<file path="config.mk">
export PLATFORM = sky130hd
export DESIGN_NAME = led_pattern_gen
export DESIGN_NICKNAME = d
export VERILOG_FILES = /design/src/rtl/led_pattern_gen_pkg.sv /design/src/rtl/led_pattern_gen_prescaler.sv /design/src/rtl/led_pattern_gen.sv
export SDC_FILE = /design/constraint.sdc
export NUM_CORES = 1
export LEC_CHECK = 0
export ABC_AREA = 0
export CORE_MARGIN = 4
export CORE_UTILIZATION = 50
export CTS_BUF_LIST = sky130_fd_sc_hd__clkbuf_8 sky130_fd_sc_hd__clkbuf_16
export DETAILED_ROUTE_END_ITERATION = 10
export PLACE_DENSITY = 0.7
export SETUP_SLACK_MARGIN = 0.02
export SLEW_MARGIN = 5
export SYNTH_ARGS = -nofsm -noshare
export SYNTH_HDL_FRONTEND = slang
export SYNTH_SLANG_ARGS = --single-unit
</file>
<file path="constraint.sdc">
create_clock -name clock -period 2.8 [get_ports clock]
set_input_delay 0.56 -clock clock [delete_from_list [all_inputs] [get_ports clock]]
set_output_delay 0.56 -clock clock [all_outputs]
set_load 0.005 [all_outputs]
</file>
<file path="src/rtl/led_pattern_gen_pkg.sv">
// Shared encodings for the LED pattern generator: pattern modes and ping-pong direction.
package led_pattern_gen_pkg;

    typedef enum logic [1:0] {
        MODE_FLASH = 2'd0,
        MODE_ROT_L = 2'd1,
        MODE_ROT_R = 2'd2,
        MODE_PING  = 2'd3
    } mode_t;

    typedef enum logic {
        DIR_LEFT  = 1'b0,
        DIR_RIGHT = 1'b1
    } dir_t;

endpackage

</file>
<file path="src/rtl/led_pattern_gen_prescaler.sv">
// Step-rate prescaler: free-running counter compared against a selectable limit.
// The step strobe is combinational so the pattern register can act on it in the same edge.
module led_prescaler
    import led_pattern_gen_pkg::*;
#(
    parameter int unsigned NB_COUNTER = 32,
    parameter int unsigned R0         = 2**23,
    parameter int unsigned R1         = 2**24,
    parameter int unsigned R2         = 2**25,
    parameter int unsigned R3         = 2**26
) (
    input  logic       clock,
    input  logic       i_reset,
    input  logic       valid,
    input  logic       clear,
    input  logic [1:0] period_sel,
    output logic       step
);

    logic [NB_COUNTER-1:0] counter;
    logic [NB_COUNTER-1:0] limit;
    logic [NB_COUNTER-1:0] limit_m1;

    // Select the step period for the current cycle.
    always_comb begin
        limit = NB_COUNTER'(R0);
        case (period_sel)
            2'd0:    limit = NB_COUNTER'(R0);
            2'd1:    limit = NB_COUNTER'(R1);
            2'd2:    limit = NB_COUNTER'(R2);
            default: limit = NB_COUNTER'(R3);
        endcase
    end

    assign limit_m1 = limit - NB_COUNTER'(1);

    // ">=" rather than "==" so a shrinking period still wraps on the next edge.
    assign step = valid & (counter >= limit_m1);

    // Counter: cleared on mode change or step, advances only while enabled.
    always_ff @(posedge clock or posedge i_reset) begin
        if (i_reset) begin
            counter <= '0;
        end else if (clear) begin
            counter <= '0;
        end else if (step) begin
            counter <= '0;
        end else if (valid) begin
            counter <= counter + NB_COUNTER'(1);
        end
    end

endmodule

</file>
<file path="src/rtl/led_pattern_gen.sv">
// Multi-mode LED pattern generator: flash, rotate left/right and ping-pong,
// advanced by a selectable-rate prescaler.
module led_pattern_gen
    import led_pattern_gen_pkg::*;
#(
    parameter int unsigned NB_LEDS    = 4,
    parameter int unsigned NB_COUNTER = 32,
    parameter int unsigned R0         = 2**23,
    parameter int unsigned R1         = 2**24,
    parameter int unsigned R2         = 2**25,
    parameter int unsigned R3         = 2**26
) (
    input  logic               clock,
    input  logic               i_reset,
    input  logic               i_valid,
    input  logic [1:0]         i_mode,
    input  logic [1:0]         i_period_sel,
    output logic [NB_LEDS-1:0] o_led,
    output logic               o_tick
);

    mode_t              mode_reg;
    mode_t              mode_next;
    mode_t              mode_in;
    dir_t               dir;
    dir_t               dir_next;
    logic [NB_LEDS-1:0] led_next;
    logic [NB_LEDS-1:0] shifted;
    logic               tick_next;
    logic               mode_change;
    logic               step;

    assign mode_in     = mode_t'(i_mode);
    assign mode_change = (mode_in != mode_reg);

    led_prescaler #(
        .NB_COUNTER (NB_COUNTER),
        .R0         (R0),
        .R1         (R1),
        .R2         (R2),
        .R3         (R3)
    ) u_prescaler (
        .clock      (clock),
        .i_reset    (i_reset),
        .valid      (i_valid),
        .clear      (mode_change),
        .period_sel (i_period_sel),
        .step       (step)
    );

    // Next pattern/direction/mode: a mode change overrides any pending step.
    always_comb begin
        mode_next = mode_reg;
        dir_next  = dir;
        led_next  = o_led;
        tick_next = 1'b0;
        shifted   = '0;
        if (mode_change) begin
            mode_next = mode_in;
            dir_next  = DIR_LEFT;
            if (mode_in == MODE_FLASH) begin
                led_next = '1;
            end else begin
                led_next = NB_LEDS'(1);
            end
        end else if (step) begin
            tick_next = 1'b1;
            case (mode_reg)
                MODE_FLASH: led_next = ~o_led;
                MODE_ROT_L: led_next = {o_led[NB_LEDS-2:0], o_led[NB_LEDS-1]};
                MODE_ROT_R: led_next = {o_led[0], o_led[NB_LEDS-1:1]};
                MODE_PING: begin
                    if (dir == DIR_LEFT) begin
                        shifted  = o_led << 1;
                        led_next = shifted;
                        if (shifted[NB_LEDS-1]) begin
                            dir_next = DIR_RIGHT;
                        end
                    end else begin
                        shifted  = o_led >> 1;
                        led_next = shifted;
                        if (shifted[0]) begin
                            dir_next = DIR_LEFT;
                        end
                    end
                end
                default: led_next = o_led;
            endcase
        end
    end

    // Pattern, tick, mode and direction registers.
    always_ff @(posedge clock or posedge i_reset) begin
        if (i_reset) begin
            o_led    <= '1;
            o_tick   <= 1'b0;
            mode_reg <= MODE_FLASH;
            dir      <= DIR_LEFT;
        end else begin
            o_led    <= led_next;
            o_tick   <= tick_next;
            mode_reg <= mode_next;
            dir      <= dir_next;
        end
    end

endmodule

</file>
==> run_results.csv <==
group,metric,value,unit
power,ir_worst_vdd,0.336,mV
routing,drt_iter0_drc,95,
power,leakage,1.04,nW
global_routing,grt_pass1_wl,7.38,mm
flow_run,max_cap_violations,0,
yosys,synth_cells,236,
routing,vias_per_cell,5.76,
power,powerDensity,474,nW/µm²
worst_setup_path,cp_max_fo,15,
worst_setup_path,path_class,"input port to flip-flop",
worst_hold_path,hold_class,"flip-flop to flip-flop",
routing,num_vias,1741,
yosys,syn_area,2190,µm²
placed_design,post-place-cells,294,
die,die_x,74.2,µm
timing,clock.fmax,0.417,GHz
die,rows,23,
cts,ctsResizeCount,0,
die,die_area,5510,µm²
cts,cts_tree,"done",
power,seqPwrFrac,51.6,%
global_routing,grt_pass1_vias,1626,
cts,cts-root-buf,"clkbuf_8",
yosys,syn_avg_cell_area,9.29,µm²
cts,clock-sinks,40,
timing,clock_skew,0.00823,ns
worst_setup_path,r2r_setup_slack,0.56,ns
die,fp.dieH,74.2,µm
global_routing,antenna_found_initial,0,
cts,cts_htree_levels,2,
yosys,synthesis.nets,247,
worst_setup_path,critPathRequiredTime,3.01,ns
timing,rsz0062_at_grt,"false",
cts,cts_post_setup_buffers_inserted,0,
power,power_switching,0.000280,W
timing,slew_headroom,61.9,%
power,p_sw_share,23.7,%
finish,stdcell_count,302,
worst_setup_path,arrival,2.61,ns
timing,drv_slew,0,
yosys,synthTopCellsByArea,"dfrtp_1 41%, xor2_1 6.8%, nor2_1 6.7%",
yosys,seq_area_frac_synth,45.9,%
finish,antenna_cells,0,
power,p_int,0.000903,W
routing,firstDrtPassIters,4,
cts,clk_latency,0.29,ns
placed_design,hpwl,3.08,mm
worst_setup_path,r2r_cells,6,
worst_setup_path,start_kind,"input port",
finish,largest_reg_flops,32,
yosys,ys_ff_latch,40,
routing,ant_nets,0,
power,clkPwrFrac,39.3,%
finish,layout-drive-gt1-share,11.5,%
worst_setup_path,reg2reg_to,"u_prescaler.counter[6]",
finish,multi_input_area,1110,µm²
finish,final_net_count,262,
finish,final_cell_mix,"39 x nor2_1, 36 x dfrtp_1, 17 x nand3_1, 17 x xor2_1, 14 x nand4_1",
global_routing,grt_max_degree,41,
die,start_util,53.3,%
finish,area_growth_syn_to_layout,13.7,%
worst_setup_path,end_kind,"flip-flop",
routing,wl_per_cell,14.4,µm
routing,highest_layer,"met4",
yosys,ys.flop_type,"dfrtp_1",
timing,finalCritPeriodShare,85.7,%
placed_design,gp_congestion,0.845,
routing,wirelength,4.34,mm
routing,route.detailed.drc,0,
cts,clkSlewWorstSetupHoldPaths,0.08,ns
timing,setup_viol,0,
worst_hold_path,holdPathStages,1,
timing,hold_violations,0,
global_routing,overflow,0,
timing,min_period,2.40,ns
routing,wl_met1,2.10,mm
die,ios,12,
status,status,"finished clean",
yosys,synth_cell_types,41,
timing,tns,0,ns
routing,routed-wl-met3,155,µm
finish,seqCellArea,1010,µm²
cts,clockBufferDepth,2,
cts,cts_buffers,5,
worst_hold_path,min_from,"u_prescaler.counter[31]",
yosys,yosysWarnings,0,
die,core,4120,µm²
routing,met2WireLength,2.05,mm
finish,fillers,381,
power,combPwrFrac,9.1,%
yosys,synth.largest_area_cell,"dfrtp_1",
finish,final_common_cell,"nor2_1",
cts,postCtsHoldBufs,0,
placed_design,io_buffers,11,
timing,tightest_slew,0.567,ns
worst_hold_path,hold_path_end,"u_prescaler.counter[31]",
yosys,synth_top_cell_area_share,41.1,%
yosys,async_flop_share,100,%
worst_setup_path,worst_r2r_startpoint,"u_prescaler.counter[10]",
global_routing,grt_use_total,17.2,%
yosys,synth_edf_count,0,
-- how the worst max path moves through the flow --
stage                         endpoint            start  depth (start not counted)
6_report        u_prescaler.counter[6]  i_period_sel[1]                          9
5_1_grt        u_prescaler.counter[30]  i_period_sel[1]                          9
4_1_cts         u_prescaler.counter[6]  i_period_sel[1]                          9
3_5_place_dp    u_prescaler.counter[6]  i_period_sel[1]                          9
3_3_place_gp   u_prescaler.counter[20]  i_period_sel[1]                          9
2_1_floorplan                 o_led[1]  i_period_sel[0]                          8
-- through the flow --
step | hold slack (ns) | area, µm² | utilization, % | setup WS (ns) | power [W]
after global routing | 0.541 | 2490 | 60.6 | 0.296 | 0.00123
final | 0.513 | 2490 | 60.6 | 0.400 | 0.00118
after floorplan | 0.458 | 2190 | - | 0.692 | 0.000684
after CTS | 0.515 | 2490 | 60.6 | 0.416 | 0.00119
after global placement | 0.474 | 2380 | 57.9 | 0.137 | 0.000729
after detailed placement | 0.497 | 2380 | 57.9 | 0.126 | 0.000730
-- synth_stat cells, types with 3 or more instances --
| library cell | n |
|---|---|
| xnor2_1 | 10 |
| nor2_1 | 39 |
| inv_1 | 6 |
| xor2_1 | 17 |
| a21oi_1 | 10 |
| or2_2 | 4 |
| nand2_1 | 10 |
| o31a_1 | 4 |
| and3_1 | 6 |
| clkbuf_1 | 8 |
| o22a_1 | 3 |
| nand4_1 | 14 |
| ha_1 | 4 |
| dfstp_2 | 4 |
| o21ai_0 | 3 |
| and4_1 | 3 |
| o21a_1 | 4 |
| dfrtp_1 | 36 |
| nor3_1 | 9 |
| nand3_1 | 17 |
-- routing by layer --
metal,vias up,track usage [%]
met5,-,0
met1,847,23.7
met4,0,5.34
met3,4,3.38
li1,867,-
met2,23,27.5
-- layout make-up --
cell class	count	share of cell area (%)
clock buffers	5	2.76
repair buffers	20	7.12
well taps	50	2.51
multi-input cells	178	44.7
flip-flops and latches	40	40.3
inverters	6	0.903
clock inverters	3	1.71
-- critical path, stage by stage --
cell and delay (ns):
clkdlybuf4s50_1 0.49, inv_1 0.06, ha_1 0.29, a21o_1 0.19
a211oi_1 0.35, o31a_1 0.24, o21ai_2 0.10, buf_4 0.22
nor2_1 0.13
-- cell families after synthesis --
family | after synthesis | share of synthesized area, %
simple gates | 113 | 26.4
flops | 40 | 45.9
xor+xnor | 27 | 10.8
buf+inv | 18 | 3.37
fa+ha+maj | 4 | 2.28
compound gates | 34 | 11.4
-- power groups by stage --
stage	registers, W	logic (W)	clock network (W)
final	0.000610	0.000108	0.000465
after CTS	0.000609	0.000109	0.000473
after detailed placement	0.000621	0.000109	0
after global placement	0.000621	0.000108	0
after global routing	0.000612	0.000121	0.000496
after floorplan	0.000614	0.0000693	0
Power figures use the tool's default switching activity.
